==> src/rtl/terminal_char_sender_pkg.sv <==
// Shared types and character constants for the video terminal character port.
package terminal_pkg;

  // Handshake FSM states of the transmit side
  typedef enum logic [1:0] {
    IDLE,
    SETUP,
    WAIT_ACK,
    RELEASE
  } state_e;

  // Carriage return goes through untouched; the terminal treats it as newline
  localparam logic [6:0] CHR_CR = 7'h0D;
  // Line feed is compared on the raw byte before translation
  localparam logic [7:0] CHR_LF = 8'h0A;

  // Lowercase ASCII range and the offset that folds it onto uppercase
  localparam logic [6:0] CHR_LC_FIRST = 7'h61;
  localparam logic [6:0] CHR_LC_LAST  = 7'h7A;
  localparam logic [6:0] CHR_CASE_OFS = 7'h20;

  // Byte-to-terminal-code translation: drop bit 7, optionally fold lowercase
  function automatic logic [6:0] to_term_code(input logic [7:0] b, input logic upcase);
    logic [6:0] c;
    c = b[6:0];
    if (upcase && (c >= CHR_LC_FIRST) && (c <= CHR_LC_LAST)) begin
      c = c - CHR_CASE_OFS;
    end
    return c;
  endfunction

endpackage

==> src/rtl/terminal_char_sender_sync_fifo.sv <==
// Single-clock first-word-fall-through FIFO with occupancy count.
// rd_data is valid whenever rd_valid is high; rd_ready pops the head entry.
module sync_fifo #(
  parameter int WIDTH = 8,
  parameter int DEPTH = 16
) (
  input  logic                   clk,
  input  logic                   rst,
  input  logic                   wr_valid,
  output logic                   wr_ready,
  input  logic [WIDTH-1:0]       wr_data,
  output logic                   rd_valid,
  input  logic                   rd_ready,
  output logic [WIDTH-1:0]       rd_data,
  output logic [$clog2(DEPTH):0] count
);

  localparam int AW = $clog2(DEPTH);
  localparam int CW = $clog2(DEPTH) + 1;
  localparam logic [CW-1:0] FULL_C = CW'(DEPTH);

  logic [WIDTH-1:0] mem_q [DEPTH];
  logic [AW-1:0]    wr_ptr_q, wr_ptr_d;
  logic [AW-1:0]    rd_ptr_q, rd_ptr_d;
  logic [CW-1:0]    count_q, count_d;
  logic             push;
  logic             pop;

  // Ready and valid come straight from the registered count, never from wr_valid
  assign wr_ready = (count_q != FULL_C);
  assign rd_valid = (count_q != '0);
  assign rd_data  = mem_q[rd_ptr_q];
  assign count    = count_q;

  assign push = wr_valid & wr_ready;
  assign pop  = rd_ready & rd_valid;

  // Next pointers and occupancy; pointers wrap naturally because DEPTH is a power of 2
  always_comb begin
    // NOTE: every signal written here gets a default first, so no path leaves a latch behind.
    wr_ptr_d = wr_ptr_q;
    rd_ptr_d = rd_ptr_q;
    count_d  = count_q;
    if (push) wr_ptr_d = wr_ptr_q + AW'(1);
    if (pop)  rd_ptr_d = rd_ptr_q + AW'(1);
    case ({push, pop})
      2'b10:   count_d = count_q + CW'(1);
      2'b01:   count_d = count_q - CW'(1);
      default: ;
    endcase
  end

  // Pointer and count registers
  always_ff @(posedge clk or posedge rst) begin
    if (rst) begin
      wr_ptr_q <= '0;
      rd_ptr_q <= '0;
      count_q  <= '0;
    end else begin
      // NOTE: non-blocking assignments so every flop samples the values from before the edge.
      wr_ptr_q <= wr_ptr_d;
      rd_ptr_q <= rd_ptr_d;
      count_q  <= count_d;
    end
  end

  // Storage write port
  always_ff @(posedge clk) begin
    // NOTE: the array is not reset; entries are only read once the count says they were written.
    if (push) mem_q[wr_ptr_q] <= wr_data;
  end

endmodule

==> src/rtl/terminal_char_sender.sv <==
// Transmit end of the video terminal character port: buffers incoming bytes,
// translates them to terminal code and runs the rd/da vs rda_n 4-phase handshake.
module terminal_char_sender
  import terminal_pkg::*;
#(
  parameter int FIFO_DEPTH  = 16,
  parameter int SETUP_CYC   = 4,
  parameter int TIMEOUT_CYC = 2000000,
  parameter int UPCASE      = 1,
  parameter int DROP_LF     = 1
) (
  input  logic                        clk,
  input  logic                        rst,
  input  logic [7:0]                  in_data,
  input  logic                        in_valid,
  output logic                        in_ready,
  output logic [7:1]                  rd,
  output logic                        da,
  input  logic                        rda_n,
  output logic                        busy,
  output logic [$clog2(FIFO_DEPTH):0] fifo_count,
  output logic                        timeout_err
);

  // One counter serves both SETUP and WAIT_ACK, so it must hold the larger of the
  // two limits; at least one bit so a disabled timeout still yields a legal vector.
  // SETUP_CYC is expected to be at least 1.
  localparam int CNT_W_TO  = $clog2(TIMEOUT_CYC + 1);
  localparam int CNT_W_SU  = $clog2(SETUP_CYC + 1);
  localparam int CNT_W_RAW = (CNT_W_TO > CNT_W_SU) ? CNT_W_TO : CNT_W_SU;
  localparam int CNT_W     = (CNT_W_RAW > 0) ? CNT_W_RAW : 1;

  localparam logic [CNT_W-1:0] CNT_ONE      = CNT_W'(1);
  localparam logic [CNT_W-1:0] CNT_MAX      = '1;
  localparam logic [CNT_W-1:0] SETUP_LAST   = CNT_W'(SETUP_CYC - 1);
  localparam logic [CNT_W-1:0] TIMEOUT_LAST = CNT_W'((TIMEOUT_CYC > 0) ? TIMEOUT_CYC - 1 : 0);

  state_e           state_q, state_d;
  logic [CNT_W-1:0] cnt_q, cnt_d;
  logic [6:0]       rd_q, rd_d;
  logic             da_q, da_d;
  logic             timeout_err_q, timeout_err_d;
  logic             rda_meta_q, rda_meta_d;
  logic             rda_s_q, rda_s_d;

  logic             fifo_valid;
  logic             fifo_pop;
  logic [7:0]       fifo_data;

  sync_fifo #(
    .WIDTH (8),
    .DEPTH (FIFO_DEPTH)
  ) u_fifo (
    .clk      (clk),
    .rst      (rst),
    .wr_valid (in_valid),
    .wr_ready (in_ready),
    .wr_data  (in_data),
    .rd_valid (fifo_valid),
    .rd_ready (fifo_pop),
    .rd_data  (fifo_data),
    .count    (fifo_count)
  );

  assign rd          = rd_q;
  assign da          = da_q;
  assign timeout_err = timeout_err_q;
  assign busy        = fifo_valid | (state_q != IDLE);

  // Next-state logic for the handshake FSM and the rda_n synchronizer chain
  always_comb begin
    state_d       = state_q;
    cnt_d         = cnt_q;
    rd_d          = rd_q;
    da_d          = da_q;
    timeout_err_d = 1'b0;
    fifo_pop      = 1'b0;
    rda_meta_d    = rda_n;
    rda_s_d       = rda_meta_q;

    case (state_q)
      IDLE: begin
        // A low rda_s here is a stale or glitched ack: leave the FIFO alone until it clears
        if (fifo_valid && rda_s_q) begin
          fifo_pop = 1'b1;
          // A dropped line feed costs this one IDLE cycle and never touches rd
          if (!((DROP_LF != 0) && (fifo_data == CHR_LF))) begin
            rd_d    = to_term_code(fifo_data, UPCASE != 0);
            cnt_d   = '0;
            state_d = SETUP;
          end
        end
      end

      SETUP: begin
        if (cnt_q == SETUP_LAST) begin
          da_d    = 1'b1;
          cnt_d   = '0;
          state_d = WAIT_ACK;
        end else begin
          cnt_d = cnt_q + CNT_ONE;
        end
      end

      WAIT_ACK: begin
        if (!rda_s_q) begin
          da_d    = 1'b0;
          state_d = RELEASE;
        end else if ((TIMEOUT_CYC != 0) && (cnt_q == TIMEOUT_LAST)) begin
          da_d          = 1'b0;
          timeout_err_d = 1'b1;
          state_d       = RELEASE;
        end else if (cnt_q != CNT_MAX) begin
          cnt_d = cnt_q + CNT_ONE;
        end
      end

      RELEASE: begin
        if (rda_s_q) state_d = IDLE;
      end

      default: state_d = IDLE;
    endcase
  end

  // FSM, output and synchronizer registers; reset drops da without waiting for a clock
  always_ff @(posedge clk or posedge rst) begin
    if (rst) begin
      state_q       <= IDLE;
      cnt_q         <= '0;
      rd_q          <= '0;
      da_q          <= 1'b0;
      timeout_err_q <= 1'b0;
      rda_meta_q    <= 1'b1;
      rda_s_q       <= 1'b1;
    end else begin
      state_q       <= state_d;
      cnt_q         <= cnt_d;
      rd_q          <= rd_d;
      da_q          <= da_d;
      timeout_err_q <= timeout_err_d;
      rda_meta_q    <= rda_meta_d;
      rda_s_q       <= rda_s_d;
    end
  end

endmodule

==> config.mk <==
export PLATFORM = sky130hd
export DESIGN_NAME = terminal_char_sender
export DESIGN_NICKNAME = d
export VERILOG_FILES = /design/src/rtl/terminal_char_sender_pkg.sv /design/src/rtl/terminal_char_sender_sync_fifo.sv /design/src/rtl/terminal_char_sender.sv
export SDC_FILE = /design/constraint.sdc
export NUM_CORES = 1
export LEC_CHECK = 0
export CORE_MARGIN = 2
export CORE_UTILIZATION = 61
export CTS_CLUSTER_SIZE = 24
export DETAILED_ROUTE_END_ITERATION = 7
export PLACE_DENSITY = 0.8
export SLEW_MARGIN = 20
export SYNTH_ARGS = -nofsm -noshare
export SYNTH_HDL_FRONTEND = slang
export SYNTH_SLANG_ARGS = --single-unit
==> constraint.sdc <==
create_clock -name clk -period 3.1 [get_ports clk]
set_input_delay 0.62 -clock clk [delete_from_list [all_inputs] [get_ports clk]]
set_output_delay 0.62 -clock clk [all_outputs]
set_load 0.03 [all_outputs]
==> impl_metrics.ini <==
[status]
status = finished, final reports clean

[clock_tree]
clock-root-buffer = clkbuf_16
clockBufferDepth = 2
cts_buffers = 17
cts_sinks = 175
path_clk_slew_ns = 0.07
tritoncts = built
clock_latency_ns = 0.43
hold_buffers = 0
cts_setup_buffers = 0
htreeDepth = 4

[timing]
fin_hold_ws_ns = 0.350
worst_pin_slew_ns = 0.579
slew_headroom = 0.614
setup_violations = 0
drv_slew = 0
timing.final.crit_share = 0.936
hold_viol = 0
period_needed_ns = 2.90
setup_slack_ns = 0.198
fmax_ghz = 0.345
fin_setup_tns_ns = 0
rsz0062_at_grt = no
skew_ns = 0.00647

[worst_setup_path]
path_cells = buf_12, mux4_1, a22oi_1, nand2_1, nor3_2, a41oi_1, a211oi_2, mux2i_1, a21oi_1
r2r_cells = 9
end_kind = register
slowest_delay_ns = 0.63
slowest_stage = mux4_1
crit_required_ns = 3.38
rr_startpoint = u_fifo.rd_ptr_q[0]$_DFFE_PP0P_
critPathBufInv = 1
path_delay_family = multiplexers
reg2reg_slack_ns = 0.20
arrival_ns = 3.18
regToRegEndpoint = rd[6]$_DFFE_PP0P_
critPathKind = register to register
start_kind = register
cp_max_fo = 28

[run]
maxCapViolations = 0

[synth]
async_flop_share = 0.269
synth_area_sq_um = 7760
synthFlopType = edfxtp_1
syn_inst = 494
yosys_warnings = 0
syn_nets = 523
ys_types = 57
syn_area_per_cell_sq_um = 15.7
synth_edf_count = 128
yosysSeqAreaShare = 0.647
ys_seq_elements = 175

[die]
die_w_um = 117
die_area_sq_um = 13600
pin_count = 28
rows = 41
start_util = 0.620
fp.coreArea_sq_um = 12500
dieHeight_um = 117

[cells_and_area]
regArea_sq_um = 5020
n_antenna_cell = 0
area_delta_synth_final_pct = 14.6
multi_input_area_sq_um = 2530
final_nets = 577
fillers = 839
drive_above_1_share = 0.179
stdcell_area_sq_um = 8890

[global_route]
grtUsageTotal = 0.239
grt_antenna_before_repair = 0
overflow = 0
grt_pass1_vias = 4441
grt_pass1_wl_um = 23700
grt_max_degree = 29

[pwr]
p_total_uw = 8070
p_leak_uw = 0.00327
power_density_nw_per_um2 = 908
ir_worst_vdd_v = 0.000494

[route]
num_vias = 4482
finalWirelength_um = 15000
drt-initial-drc-count = 394
drc = 0
dr.pass1.iters = 5
drt-wirelength-per-cell_um = 20.5
vias_per_cell = 6.12
drt.antenna.violating_nets = 0

[min_path]
hold_path_end = rda_s_q$_DFF_PP1_
hold_depth = 0
holdCritStartpoint = rda_meta_q$_DFF_PP1_
hold_path_class = register to register

[placement]
pre_cts_slack_ns = 0.177
gp_congestion = 0.820
hpwl_um = 9790
numPortBuffers = 27
postPlaceCellArea_sq_um = 8330
-- metrics by stage --
step            util  cells
4_1_cts        0.710    732
3_5_place_dp   0.665    701
6_report       0.711    732
5_1_grt        0.711    732
2_1_floorplan      -    494
3_3_place_gp   0.665    701
-- worst register-to-register path, delay by kind of cell, from the launching register on --
family,cells,cell delay [ns]
AO/OA/AOI/OAI,4,0.75
buffers and inverters,1,0.23
multiplexers,2,0.91
AND/OR/NAND/NOR,2,0.48
flip-flops,1,0.38
-- synth_stat cells, drive strengths merged (8+ instances only) --
master	count	area [sq um]
a21oi	9	45.0
mux2i	8	80.1
buf	15	138
nand3	14	70.1
mux4	33	818
inv	16	60.1
dfrtp	45	1130
o21ai	30	161
nand2	29	114
nor2b	9	56.3
nor2	32	123
o31ai	14	105
edfxtp	128	3840
a22oi	10	75.1
xnor2	8	70.1
ha	16	200
-- placed cells by master, fill, tap and decap left out, types with 10 or more instances in the layout --
master           instances
a22oi_1                 10
buf_4                   27
clkbuf_16               17
clkdlybuf4s50_1         27
dfrtp_1                 45
edfxtp_1               128
ha_1                    16
inv_1                   15
mux4_1                  20
mux4_2                  13
nand2_1                 27
nand3_1                 14
nor2_1                  31
o21ai_0                 12
o21ai_1                 17
o31ai_1                 14
-- worst max-delay path by stage --
| stage | start | endpoint | slack [ns] | depth (start not counted) |
|---|---|---|---|---|
| after floorplan | u_fifo.count[0]$_DFFE_PP0P_ | u_fifo.count[4]$_DFFE_PP0P_ | 0.11 | 12 |
| after global placement | u_fifo.count[0]$_DFFE_PP0P_ | u_fifo.count[4]$_DFFE_PP0P_ | 0.23 | 11 |
| after detailed placement | u_fifo.count[0]$_DFFE_PP0P_ | u_fifo.count[4]$_DFFE_PP0P_ | 0.18 | 11 |
| after CTS | u_fifo.count[0]$_DFFE_PP0P_ | busy | 0.08 | 4 |
| after global routing | u_fifo.rd_ptr_q[0]$_DFFE_PP0P_ | cnt_q[15]$_DFFE_PP0P_ | 0.03 | 9 |
| final | u_fifo.rd_ptr_q[0]$_DFFE_PP0P_ | rd[6]$_DFFE_PP0P_ | 0.20 | 9 |
-- cells by family after synthesis --
family / after synthesis / share of synthesized area
flip-flops: 175 / 0.647
buffers and inverters: 37 / 0.0284
XOR/XNOR: 11 / 0.0124
adder cells (fa/ha/maj): 17 / 0.0284
AO/OA/AOI/OAI: 83 / 0.0788
multiplexers: 48 / 0.126
AND/OR/NAND/NOR: 123 / 0.0788
-- power breakdown --
part / switching (uW) / internal (uW) / leakage, uW / total (uW)
clock: 937 / 1050 / 0.000270 / 1990
combinational: 1710 / 1290 / 0.00124 / 2990
sequential: 238 / 2860 / 0.00176 / 3090
-- final cells by class --
class | count | area share
repair buffers | 56 | 0.0577
clock inverters | 14 | 0.0146
flip-flops and latches | 175 | 0.565
well taps | 172 | 0.0242
multi-input cells | 282 | 0.284
clock buffers | 17 | 0.0478
inverters | 16 | 0.00675
-- registers in the layout (all words and copies together) (netlist names) --
register,count
rda_meta_q,1
timeout_err,1
rda_s_q,1
da,1
cnt_q,21
u_fifo.mem_q,128
u_fifo.count,5
u_fifo.wr_ptr_q,4
rd,7
u_fifo.rd_ptr_q,4
state_q,2
-- timing repair --
item / 4_1_cts / 5_1_grt
setup endpoints to repair: 0 / 3
hold endpoints to repair: 0 / 0
resized for setup: 0 / 2
-- metal layers --
layer,vias to the layer above,GRT usage,share of wire
li1,2038,-,-
met1,2284,0.306,0.42
met2,134,0.398,0.52
met3,26,0.0582,0.045
met4,0,0.0941,0.020
met5,-,0,0
Note: power is estimated with default switching activity, not from simulation.
